[config.mk]
export PLATFORM = sky130hd
export DESIGN_NAME = nibble_port_rx
export DESIGN_NICKNAME = d
export VERILOG_FILES = /design/src/rtl/nibble_port_pkg.sv /design/src/rtl/nibble_port_rx_fifo.sv /design/src/rtl/nibble_port_rx.sv
export SDC_FILE = /design/constraint.sdc
export NUM_CORES = 1
export LEC_CHECK = 0
export ABC_CLOCK_PERIOD_IN_PS = 2009
export BUFFER_PORTS_ARGS = -buffer_cell sky130_fd_sc_hd__buf_4
export CORE_MARGIN = 4
export CORE_UTILIZATION = 45
export DETAILED_ROUTE_END_ITERATION = 10
export GPL_TIMING_DRIVEN = 0
export PLACE_DENSITY = 0.75
export SLEW_MARGIN = 0
export SYNTH_ARGS = -nofsm -noshare
export SYNTH_HDL_FRONTEND = slang
export SYNTH_SLANG_ARGS = --single-unit
[constraint.sdc]
create_clock -name clock -period 2.01 [get_ports clock]
set_input_delay 0.3015 -clock clock [delete_from_list [all_inputs] [get_ports clock]]
set_output_delay 0.3015 -clock clock [all_outputs]
set_load 0.03 [all_outputs]
[src/rtl/nibble_port_pkg.sv]
// Shared encodings for the nibble output-port responder.
package nibble_port_pkg;

  typedef enum logic {
    EXP_HI = 1'b0,
    EXP_LO = 1'b1
  } pair_state_t;

  localparam int STAT_ERR   = 3;
  localparam int STAT_FULL  = 2;
  localparam int STAT_PEND  = 1;
  localparam int STAT_EMPTY = 0;

  localparam int DEFAULT_DEPTH   = 4;
  localparam int DEFAULT_TIMEOUT = 255;

endpackage

[src/rtl/nibble_port_rx_fifo.sv]
// Synchronous byte FIFO. Pop gates push so a full FIFO still accepts when draining.
module byte_fifo #(
  parameter int DEPTH = 4
) (
  input  logic                     clock,
  input  logic                     reset,
  input  logic                     push,
  input  logic [7:0]               push_data,
  input  logic                     pop,
  output logic [7:0]               pop_data,
  output logic                     full,
  output logic                     empty,
  output logic [$clog2(DEPTH):0]   count
);

  localparam int AW = $clog2(DEPTH);
  localparam int CW = AW + 1;

  logic [7:0]    mem [DEPTH];
  logic [AW-1:0] wr_ptr;
  logic [AW-1:0] rd_ptr;
  logic          do_push;
  logic          do_pop;

  assign empty    = (count == '0);
  assign full     = (count == CW'(DEPTH));
  assign do_pop   = pop && !empty;
  assign do_push  = push && (!full || do_pop);
  assign pop_data = mem[rd_ptr];

  // Storage is cleared on reset so the head reads 8'h00 while empty.
  always_ff @(posedge clock or negedge reset) begin
    if (!reset) begin
      mem    <= '{default: '0};
      wr_ptr <= '0;
      rd_ptr <= '0;
      count  <= '0;
    end else begin
      if (do_push) begin
        mem[wr_ptr] <= push_data;
        wr_ptr      <= wr_ptr + AW'(1);
      end
      if (do_pop) begin
        rd_ptr <= rd_ptr + AW'(1);
      end
      if (do_push && !do_pop) begin
        count <= count + CW'(1);
      end else if (!do_push && do_pop) begin
        count <= count - CW'(1);
      end
    end
  end

endmodule

[src/rtl/nibble_port_rx.sv]
// Pairs core output-port nibbles into bytes, buffers them, and reports status
// back to the core's pushbutton input.
module nibble_port_rx
  import nibble_port_pkg::*;
#(
  parameter int DEPTH   = DEFAULT_DEPTH,
  parameter int TIMEOUT = DEFAULT_TIMEOUT
) (
  input  logic       clock,
  input  logic       reset,
  input  logic       out_load,
  input  logic [3:0] out_data,
  output logic [7:0] m_data,
  output logic       m_valid,
  input  logic       m_ready,
  input  logic       clr_err,
  output logic [3:0] status
);

  localparam int         CW  = $clog2(DEPTH) + 1;
  localparam logic [7:0] TMO = 8'(TIMEOUT);

  pair_state_t   state;
  pair_state_t   state_nxt;
  logic [3:0]    hi_nib;
  logic [7:0]    timer;
  logic          err;
  logic          push;
  logic          pop;
  logic          timeout;
  logic          overflow;
  logic          pending;
  logic          fifo_full;
  logic          fifo_empty;
  logic [CW-1:0] fifo_count;

  always_ff @(posedge clock or negedge reset) begin
    if (!reset) begin
      state <= EXP_HI;
    end else begin
      state <= state_nxt;
    end
  end

  always_comb begin
    state_nxt = state;
    case (state)
      EXP_HI:  if (out_load) state_nxt = EXP_LO;
      EXP_LO:  if (out_load || timeout) state_nxt = EXP_HI;
      default: state_nxt = EXP_HI;
    endcase
  end

  // A load on the timeout cycle takes priority, so timeout requires !out_load.
  always_comb begin
    push    = 1'b0;
    timeout = 1'b0;
    pending = 1'b0;
    if (state == EXP_LO) begin
      pending = 1'b1;
      push    = out_load;
      timeout = !out_load && (timer == TMO);
    end
  end

  always_ff @(posedge clock or negedge reset) begin
    if (!reset) begin
      hi_nib <= '0;
      timer  <= '0;
    end else if (state == EXP_HI && out_load) begin
      hi_nib <= out_data;
      timer  <= '0;
    end else if (state == EXP_LO && !out_load) begin
      timer  <= timer + 8'd1;
    end
  end

  assign pop      = m_valid && m_ready;
  assign overflow = push && (fifo_count == CW'(DEPTH)) && !pop;

  always_ff @(posedge clock or negedge reset) begin
    if (!reset) begin
      err <= 1'b0;
    end else if (overflow || timeout) begin
      err <= 1'b1;
    end else if (clr_err) begin
      err <= 1'b0;
    end
  end

  byte_fifo #(.DEPTH(DEPTH)) u_fifo (
    .clock     (clock),
    .reset     (reset),
    .push      (push),
    .push_data ({hi_nib, out_data}),
    .pop       (pop),
    .pop_data  (m_data),
    .full      (fifo_full),
    .empty     (fifo_empty),
    .count     (fifo_count)
  );

  assign m_valid = !fifo_empty;

  always_comb begin
    status             = '0;
    status[STAT_ERR]   = err;
    status[STAT_FULL]  = fifo_full;
    status[STAT_PEND]  = pending;
    status[STAT_EMPTY] = fifo_empty;
  end

endmodule

==> results.md <==
- Arrival time worst endpoint: 2.17 ns
- Synthesized area: 0.00250 mm2
- Status: complete, no violations
- CP Buf/Inv Count: 2
- Syn Nets: 202
- Vias in the first global route: 1,523
- Fill count: 445
- Mapped Cells: 184
- Clock Latency Late Sink: 0.30 ns
- Busiest grt layer: met2
- Cell class contributing the biggest share of worst-path delay: adder cells
- Total Wirelength: 4.41 mm
- Worst Path Max Fanout: 3
- Clk root buf: clkbuf_8
- Diodes inserted: 0
- Gr usage total: 14.8%
- # DRC: 0
- Multi-input logic area: 0.00113 mm2
- GRT met2 Usage: 23.6%
- Die area: 0.00682 mm2
- Critical path, cell by cell: buf_4 > nor4b_4 > nor2b_4 > ha_4 > inv_2 > fa_2 > mux2_2
- Unrepaired setup endpoints after global routing: true
- Crit-path slowest cell: dfrtp_2
- Synth Area per Inst: 13.6 um2
- Starting density of the core: 47.8%
- # hold bufs at CTS: 0
- Hold/Removal Path Class: primary input to async pin
- Wire per inst: 15.0 um
- Max stage delay on crit path: 0.42 ns
- Synth unique cells: 31
- Leading post-synthesis cells by cell area: dfrtp_1, mux2_2, mux4_2
- Post-synthesis register bit count: 53
- Max-Slew Margin vs Limit: 55.7%
- First-pass GRT wire length: 7.52 mm
- DR iter-0 viols: 78
- Max cap viols: 0
- CTS HTree Levels: 2
- Die Span X: 82.6 um
- Met3 GRT Util: 2.71%
- Ys Warns: 0
- Core area: 0.00524 mm2
- Power, Total: 5.05 mW
- Largest net degree at the start of global routing: 54
- CP endpoint kind: register
- Area growth, synth to finish: 18.3%
- Power Dens Cells: 1700 mW/mm2
- Initial antenna violation count: 0
- Clk sink count: 53
- CTS clk-pin slew, worst paths: 0.10 ns
- Routability cong.: 0.691
- Seq/Total Area, Yosys: 53.0%
- Startpoint types: register
- Final hold vios: 0
- Global routing usage on met1: 20.3%
- Final nets: 240
- Rows: 26
- Lkg Pwr: 1.31 nW
- DIE HEIGHT: 82.6 um
- Setup Skew: 0.00777 ns
- Slew Limit Fails: 0
- Top Ports: 22
- Critical Path RT: 2.20 ns
- Finish-stage setup viols: 0
- TritonCTS clock tree: yes
- Via Count: 1,513
- Layout cells sized above 1: 47.5%
- CTS buffer count: 5
- Vias per inst: 5.16
- Hold WS: 0.0272 ns
- Cell taking the most area after synthesis: dfrtp_1
- Register cell area after layout: 0.00133 mm2
- Fin util: 56.6%
- Max VDD drop: 863 uV
- Period utilization: 98.4%
- Crit path time final: 1.98 ns
- Port Buffers: 21
- Share of Yosys cell area claimed by the top area cell type: 53.0%
- CP Class: register to register
- First-pass DRT Iterations: 4
- Clk buf depth: 2
- Post-DRT Antenna Nets: 0
- Max Fclk: 505 MHz
- Grt ovf: 0
- Detailed Place HPWL: 3.01 mm
- Least-Margin Pin Slew: 0.665 ns
==> stage by stage <==
stage / TNS (ns) / worst slack [ns] / area [um2] / cells
after floorplan: -0.0322 / -0.0194 / 2530 / 184
after global placement: -0.241 / -0.138 / 2780 / 275
after detailed placement: -0.312 / -0.165 / 2780 / 275
after CTS: 0 / 0.00490 / 2930 / 289
after global routing: -0.0840 / -0.0431 / 2960 / 293
final: 0 / 0.0315 / 2960 / 293
==> placed cells by master, fill, tap and decap left out, drive strengths merged, types with 5 or more instances in the layout <==
master   n
buf     37
clkbuf   8
dfrtp   53
ha       8
inv      8
mux2    38
mux4     8
nand2   10
nor2     9
o21ai    5
xnor2    5
==> state kept, by name, summed over array words and instances, names as in the netlist <==
name / count
err: 1
hi_nib: 4
state: 1
u_fifo.wr_ptr: 2
timer: 8
u_fifo.rd_ptr: 2
u_fifo.mem: 32
u_fifo.count: 3
==> Yosys cell counts <==
master,number
clkbuf_1,3
nand4_1,3
o21ai_0,5
nand4b_1,1
nor3b_1,2
nor2_2,4
mux2i_1,1
or3_1,3
nor2b_1,2
nor3_1,3
and3_1,1
buf_4,4
nand3_1,3
a311o_1,1
nor4b_4,1
mux2_2,38
buf_2,1
inv_1,8
a21oi_1,3
nand2b_1,1
buf_1,1
nand2_1,10
nor2_1,5
dfrtp_1,53
a221o_1,1
fa_1,1
a21o_1,1
xor2_1,3
ha_1,8
mux4_2,8
xnor2_1,5
==> logic make-up (layout without fill, tap and decap cells) <==
group / Yosys count / after routing / share of synthesized area (%)
adder cells (fa/ha/maj): 9 / 9 / 4.80
XOR/XNOR: 8 / 8 / 2.80
flip-flops: 53 / 53 / 53.0
multiplexers: 47 / 47 / 24.7
buffers and inverters: 17 / 56 / 3.20
AND/OR/NAND/NOR: 39 / 39 / 8.85
AO/OA/AOI/OAI: 11 / 11 / 2.70
==> power breakdown <==
group	switching, mW	internal, mW
Sequential	0.370	1.59
Clock	0.339	0.247
Combinational	1.18	1.33
Total	1.88	3.16
==> cell type report <==
| cell class | count | share of cell area [%] |
|---|---|---|
| Inverter | 8 | 1.01 |
| Sequential cell | 53 | 44.9 |
| Clock inverter | 3 | 0.760 |
| Timing Repair Buffer | 32 | 8.11 |
| Buffer | 8 | 1.65 |
| Clock buffer | 5 | 2.32 |
| Multi-Input combinational cell | 114 | 38.3 |
| Tap cell | 70 | 2.96 |
==> what timing repair did <==
action / CTS / global route
setup buffers: 7 / 4
setup endpoints to repair: 9 / 2
gates resized for setup: 5 / 1
pin swaps: 2 / 6
==> routing by layer <==
layer | share of wire (%) | vias to the layer above
met2 | 50 | 21
met1 | 47 | 764
met5 | 0 | -
met3 | 2.3 | 4
li1 | - | 724
met4 | 1.2 | 0
==> final timing paths <==
kind                                         to             from  slack, ns  cells after the start
worst max-delay path            u_fifo.count[1]  u_fifo.count[1]       0.03                      7
worst min-delay path                   timer[7]            reset       0.03                      1
worst max register to register  u_fifo.count[1]  u_fifo.count[1]       0.03                      7
worst min register to register    u_fifo.mem[1]    u_fifo.mem[1]       0.51                      1
max in group asynchronous       u_fifo.count[0]            reset       1.50                      1
min in group clock                    hi_nib[1]      out_data[1]       0.26                      2
Note: power is estimated with default switching activity, not from simulation.
